File: src/rtl/uart_tx_engine.sv
// uart_tx_engine: drains the TX FIFO into start/LSB-first data/stop UART frames on txd_o.
// Define UART_TX_PARITY_EN to insert an even parity bit after the data bits.
module uart_tx_engine #(
  parameter int DATA_WIDTH = 8,
  parameter int STOP_BITS = 1,
  parameter int DIV_WIDTH = 16
) (
  input  logic                  clk,
  input  logic                  rst,
  input  logic [DIV_WIDTH-1:0]  baud_div_i,
  output logic                  tx_fifo_rd_en_o,
  input  logic [DATA_WIDTH-1:0] tx_fifo_rdata_i,
  input  logic                  tx_fifo_empty_i,
  output logic                  txd_o,
  output logic                  tx_busy_o
);
  localparam int BW = $clog2(DATA_WIDTH + 1);
  localparam logic [BW-1:0] LAST_BIT = BW'(DATA_WIDTH - 1);
  localparam logic [BW-1:0] LAST_STOP = BW'(STOP_BITS - 1);
`ifdef UART_TX_PARITY_EN
  typedef enum logic [2:0] {IDLE, FETCH, START, DATA, PARITY, STOP} state_t;
`else
  typedef enum logic [2:0] {IDLE, FETCH, START, DATA, STOP} state_t;
`endif
  state_t                state;
  logic [DIV_WIDTH-1:0]  div_m1;
  logic [DIV_WIDTH-1:0]  baud_cnt;
  logic [BW-1:0]         bit_cnt;
  logic [DATA_WIDTH-1:0] shift;
  logic                  bit_end;
`ifdef UART_TX_PARITY_EN
  logic                  parity;
`endif
  assign bit_end = baud_cnt == '0;
  // The pop is issued in the same IDLE cycle that sees data, so FIFO data lands during FETCH
  assign tx_fifo_rd_en_o = !rst && state == IDLE && !tx_fifo_empty_i;
  always_ff @(posedge clk or posedge rst)
    if (rst) begin
      state     <= IDLE;
      div_m1    <= '0;
      baud_cnt  <= '0;
      bit_cnt   <= '0;
      shift     <= '0;
      txd_o     <= 1'b1;
      tx_busy_o <= 1'b0;
`ifdef UART_TX_PARITY_EN
      parity    <= 1'b0;
`endif
    end else begin
      if (state != IDLE && state != FETCH)
        baud_cnt <= bit_end ? div_m1 : baud_cnt - DIV_WIDTH'(1);
      case (state)
        IDLE:
          if (!tx_fifo_empty_i) begin
            div_m1    <= (baud_div_i == '0) ? '0 : baud_div_i - DIV_WIDTH'(1);
            tx_busy_o <= 1'b1;
            state     <= FETCH;
          end
        FETCH: begin
          shift    <= tx_fifo_rdata_i;
`ifdef UART_TX_PARITY_EN
          parity   <= ^tx_fifo_rdata_i;
`endif
          baud_cnt <= div_m1;
          txd_o    <= 1'b0;
          state    <= START;
        end
        START:
          if (bit_end) begin
            txd_o <= shift[0];
            state <= DATA;
          end
        DATA:
          if (bit_end) begin
            shift <= shift >> 1;
            if (bit_cnt == LAST_BIT) begin
              bit_cnt <= '0;
`ifdef UART_TX_PARITY_EN
              txd_o   <= parity;
              state   <= PARITY;
`else
              txd_o   <= 1'b1;
              state   <= STOP;
`endif
            end else begin
              bit_cnt <= bit_cnt + BW'(1);
              txd_o   <= shift[1];
            end
          end
`ifdef UART_TX_PARITY_EN
        PARITY:
          if (bit_end) begin
            txd_o <= 1'b1;
            state <= STOP;
          end
`endif
        STOP:
          if (bit_end) begin
            if (bit_cnt == LAST_STOP) begin
              bit_cnt   <= '0;
              tx_busy_o <= 1'b0;
              state     <= IDLE;
            end else
              bit_cnt <= bit_cnt + BW'(1);
          end
        default: state <= IDLE;
      endcase
    end
endmodule
File: config.mk
export PLATFORM = sky130hd
export DESIGN_NAME = uart_tx_engine
export DESIGN_NICKNAME = d
export VERILOG_FILES = /design/src/rtl/uart_tx_engine.sv
export SDC_FILE = /design/constraint.sdc
export NUM_CORES = 1
export LEC_CHECK = 0
export ABC_AREA = 1
export CORE_MARGIN = 2
export CORE_UTILIZATION = 50
export CTS_CLUSTER_DIAMETER = 80
export DETAILED_ROUTE_END_ITERATION = 8
export GPL_TIMING_DRIVEN = 1
export MAX_ROUTING_LAYER = met4
export PLACE_DENSITY = 0.7
export SLEW_MARGIN = 20
export SYNTH_ARGS = -nofsm -noshare
export SYNTH_HDL_FRONTEND = slang
export SYNTH_SLANG_ARGS = --single-unit
export TNS_END_PERCENT = 50
File: constraint.sdc
create_clock -name clk -period 1.9 [get_ports clk]
set_clock_uncertainty 0.1 [all_clocks]
set_input_delay 0.475 -clock clk [delete_from_list [all_inputs] [get_ports clk]]
set_output_delay 0.475 -clock clk [all_outputs]
set_load 0.02 [all_outputs]
**After elaboration in Yosys (flattened, before gate mapping)**

Cells that the tools add are included.

- Muxes and demuxes: 26
- $lt $le $gt $ge: 0
- Eq/ne operators: 12
- Add/subtract/negate cells: 3
- Multiply operators: 0
- Bitwise operators: 1
- Shift-type cells: 0
- Reduce and logical (&&, ||, !) cells: 21
- Div/mod/pow operators: 0

Operator list:

| operator | count |
|---|---|
| $mux 16 | 4 |
| $logic_not 16->1 | 2 |
| $sub 16x1->16 const B | 2 |
| $mux 3 | 6 |
| $mux 4 | 4 |
| $pmux 8 s2 | 1 |
| $pmux 3 s5 | 1 |
| $ne 2x2->1 const B | 6 |
| $mux 8 | 1 |
| $pmux 4 s2 | 1 |
| $reduce_bool 2->1 | 4 |
| $eq 3x2->1 const B | 2 |
| $mux 1 | 6 |
| $reduce_and 3->1 | 2 |
| $reduce_and 6->1 | 1 |
| $reduce_bool 3->1 | 2 |
| $add 4x1->4 const B | 1 |
| $eq 4x3->1 const B | 1 |
| $logic_not 4->1 | 1 |
| $reduce_and 2->1 | 2 |
| $reduce_and 4->1 | 1 |
| $eq 3x1->1 const B | 1 |
| $eq 3x3->1 const B | 1 |
| $logic_and 1x1->1 | 3 |
| 6 further kinds | 7 |

- Logic and storage cells: 70
- Input port bits: 27
- Memory bits (read-only): 0
- Output and inout port bits: 3
- Memory bits (writable): 0
- Bits in registers: 49
- Memories: 0
- Latch bits: 0

**Depth between registers and ports, before layout**

- Word-level depth: 4
- Mapped depth: 11
- Gate-level depth less buffers: 11

**Worst setup path after synthesis**

OpenSTA, ideal clock, no wires.

- Kind: register -> output
- Start: register state[0]
- End: output tx_fifo_rd_en_o
- Data required time: 1.325 ns
- Data arrival time: 1.112 ns
- Path slack: 0.213 ns
- Buffers on the path: 0
- Cell stages (with the launch flop): 6
- Cells stage by stage: dfrtp_1 > nor2_2 > nand2_2 > inv_2 > nand2_4 > nor2_1

- Cells in the longest elaborated chain, start to end: 3

Ends and longest elaborated chain:

| what | line | text |
|---|---|---|
| from (decl) | 25 | `state_t state;` |
| from (signal assigned) | 39 | `state <= IDLE;` |
| from (signal assigned) | 57 | `state <= FETCH;` |
| from (signal assigned) | 66 | `state <= START;` |
| $logic_not 3->1 | 36 | `assign tx_fifo_rd_en_o = !rst && state == IDLE && !tx_fifo_empty_i;` |
| $logic_and 1x1->1 (2 in a row) | 36 |  |
| to (decl) | 11 | `output logic tx_fifo_rd_en_o,` |

No other way between the ends.

**Final worst setup path**

- Start: input tx_fifo_empty_i
- End: output tx_fifo_rd_en_o

- Cells in the longest elaborated chain, start to end: 2

Ends and longest elaborated chain:

| what | line | text |
|---|---|---|
| from (decl) | 13 | `input logic tx_fifo_empty_i,` |
| $logic_not 1->1 | -- |  |
| $logic_and 1x1->1 | 36 |  |

No other way between the ends.

==> run_results.csv <==
group,metric,value,unit
grt,grt_usage,21.5,%
floorplanning,start_util,50.9,%
route,drtIter0Drc,202,
floorplanning,coreArea,0.00624,mm^2
clocking,clock_sinks,49,
critical_path,ff2ff_setup_slack,140,ps
critical_path,rr_worst_depth,10,
critical_path,cp.arrival,1260,ps
logic_synthesis,synth_top_area_share,37.8,%
sta,relSlewSlack,74.2,%
place,gp_congestion,0.905,
logic_synthesis,yosysUniqueCellTypes,33,
grt,grt.busiest_layer,"met2",
logic_synthesis,yosysTopAreaCell,"dfrtp_1",
place,dp_hpwl,5180,um
route,wl_per_cell,11.4,um
sta,finalCritPeriodShare,96.8,%
clocking,path_clk_slew,90,ps
clocking,clock_latency,310,ps
job,drv_cap,0,
logic_synthesis,seq_area_frac_synth,38.6,%
clocking,cts_tree,"yes",
logic_synthesis,syn_avg_cell_area,6.95,um^2
logic_synthesis,yosys_register_bits,49,
logic_synthesis,syn_inst,457,
clocking,htree_levels,2,
grt,grt_max_degree,50,
cells_and_area,area_growth,26.4,%
power,cellLeakagePower,2.04,nW
route,wl,6940,um
power,powerDensity,1340,mW/mm^2
power,power,5.36,mW
clocking,cts_buffer_depth,2,
critical_path,worst_ep_required_time,1320,ps
route,drt-pass1-iter-count,4,
logic_synthesis,syn-cell-area,0.00318,mm^2
floorplanning,num_rows,29,
hold_path,hold_path.class,"reg -> reg",
route,vias,3004,
floorplanning,die-area,0.00701,mm^2
grt,grtUsageMet3,2.97,%
power,ir_drop,924,uV
clocking,ctsHoldBuffers,0,
run_status,outcome,"finished clean",
floorplanning,die_w,83.7,um
critical_path,start_kind,"primary input",
critical_path,setup.worst_path.end_class,"output pin",
cells_and_area,nets,565,
clocking,cts-root-buf,"clkbuf_8",
sta,setup_violations,0,
logic_synthesis,syn-num-nets,490,
grt,grt_pass1_wl,12200,um
cells_and_area,drive_gt1_share,18.2,%
floorplanning,die_h,83.7,um
grt,first_global_vias,2877,
place,io_buffers,29,
critical_path,r2r-end,"state[1]",
clocking,cts_buffers,5,
cells_and_area,diodes,0,
grt,antenna_found_initial,0,
sta,setup_tns,0,ps
route,vias_per_cell,4.92,
sta,slew_violations,0,
sta,fmax,544,MHz
logic_synthesis,synth_area_leaders,"dfrtp_1 38%, nand2_1 18%, nand3_1 7.9%, inv_1 6.1%, nor2_1 5.2%",
critical_path,crit_type,"in -> out",
sta,finalCriticalPeriod,1840,ps
sta,tightest_slew,386,ps
grt,met2_usage,39.3,%
route,antenna_left,0,
logic_synthesis,synth_warnings,0,
critical_path,worstReg2RegStart,"baud_cnt[1]",
sta,hold_violations,0,
route,drc,0,
floorplanning,pin_count,30,
critical_path,crit_end,"tx_fifo_rd_en_o",
critical_path,crit_fanout,2,
grt,gr-usage-met1,24.4,%
grt,overflow,0,
cells_and_area,fillers,590,
critical_path,startpoint,"tx_fifo_empty_i",
==> routing by layer <==
metal  up-vias  wire length (um)  share of wire, %
li1       1592                 -                 -
met2        53              3580                51
met3        10               194               2.8
met5         -                 0                 0
met1      1349              3060                44
met4         0               111               1.6
==> cell usage after synthesis <==
library cell	n
a21oi_1	6
buf_4	2
inv_2	8
o21ai_0	14
dfstp_2	1
nor2_2	4
nand2_4	4
nand2_2	6
o221ai_1	1
nor2_1	44
or2_2	1
nor3_1	2
a21oi_2	2
ha_1	6
nand2_1	149
dfrtp_1	48
nor3_2	1
xor2_1	7
nand3b_1	1
clkbuf_1	2
buf_1	1
nor3b_1	1
xnor2_1	4
nor2_4	2
buf_6	3
inv_1	52
a21oi_4	3
a31oi_1	1
nand4_1	4
o21ai_1	22
buf_2	3
o211ai_1	2
nand3_1	50
==> state kept, by name, indices dropped and copies added (netlist names) <==
name / count
shift: 8
baud_cnt: 16
div_m1: 16
txd_o: 1
tx_busy_o: 1
bit_cnt: 4
state: 3
==> cell families (layout without fill, tap and decap cells) <==
family | count (synthesis) | in the layout | synth area share (%)
adders and majority gates | 6 | 6 | 2.36
AOI/OAI and AO/OA | 51 | 51 | 9.65
xor gates and xnor gates | 11 | 11 | 3.03
DFF | 49 | 49 | 38.6
and+or+nand+nor | 269 | 269 | 36.9
buffers and inverters | 71 | 147 | 9.45
==> power by group <==
group | total (mW) | leakage, nW | switching (mW) | internal, mW
registers | 1.83 | 0.602 | 0.293 | 1.54
clock network | 0.636 | 0.0445 | 0.374 | 0.262
logic | 2.90 | 1.39 | 1.74 | 1.16
total | 5.36 | 2.04 | 2.41 | 2.95
==> layout make-up <==
type | instances | area (um^2) | area share [%]
Clock buffer | 5 | 68.8 | 1.71
Inverter | 60 | 228 | 5.67
Multi-Input combinational cell | 337 | 1680 | 41.9
Timing Repair Buffer | 79 | 693 | 17.3
Sequential cell | 49 | 1230 | 30.6
Tap cell | 77 | 96.3 | 2.40
Clock inverter | 3 | 21.3 | 0.530
==> cell usage in the layout (no fill, tap or decap), types with 5 or more instances in the layout <==
| cell | count |
|---|---|
| a21oi_1 | 6 |
| buf_4 | 48 |
| clkbuf_8 | 5 |
| clkdlybuf4s50_1 | 26 |
| dfrtp_1 | 48 |
| ha_1 | 6 |
| inv_1 | 50 |
| inv_2 | 9 |
| nand2_1 | 149 |
| nand2_2 | 6 |
| nand3_1 | 50 |
| nor2_1 | 41 |
| nor2_2 | 5 |
| o21ai_0 | 14 |
| o21ai_1 | 22 |
| xor2_1 | 7 |
==> how the worst min path moves through the flow <==
| stage | startpoint | end | slack (ps) | depth (start not counted) |
|---|---|---|---|---|
| after global placement | shift[7] | shift[7] | 360 | 2 |
| after detailed placement | shift[7] | shift[7] | 370 | 2 |
| final | shift[7] | shift[7] | 380 | 2 |
| after global routing | shift[7] | shift[7] | 410 | 2 |
| after CTS | shift[7] | shift[7] | 390 | 2 |
| after floorplan | shift[7] | shift[7] | 340 | 2 |
==> stage by stage <==
| step | cells | instance area (um^2) | util [%] | hold WS [ps] | worst slack, ps |
|---|---|---|---|---|---|
| 2_1_floorplan | 457 | 3180 | - | 342 | 154 |
| 3_3_place_gp | 594 | 3830 | 61.3 | 357 | -436 |
| 3_5_place_dp | 594 | 3830 | 61.3 | 367 | -431 |
| 4_1_cts | 602 | 3910 | 62.7 | 388 | 12.3 |
| 5_1_grt | 610 | 4020 | 64.3 | 410 | -4.52 |
| 6_report | 610 | 4020 | 64.3 | 383 | 61.5 |
==> critical path, stage by stage <==
cell and delay, ps:
clkdlybuf4s50_1 490, inv_2 60, nand2_4 80, nor2_4 30, buf_6 120
==> repair_timing <==
item / in CTS / in global routing
endpoints found under the setup margin: 2 / 32
gates resized for setup: 6 / 11
pin swaps: 0 / 4
setup buffers: 0 / 8
(Power assumes the default switching activity.)
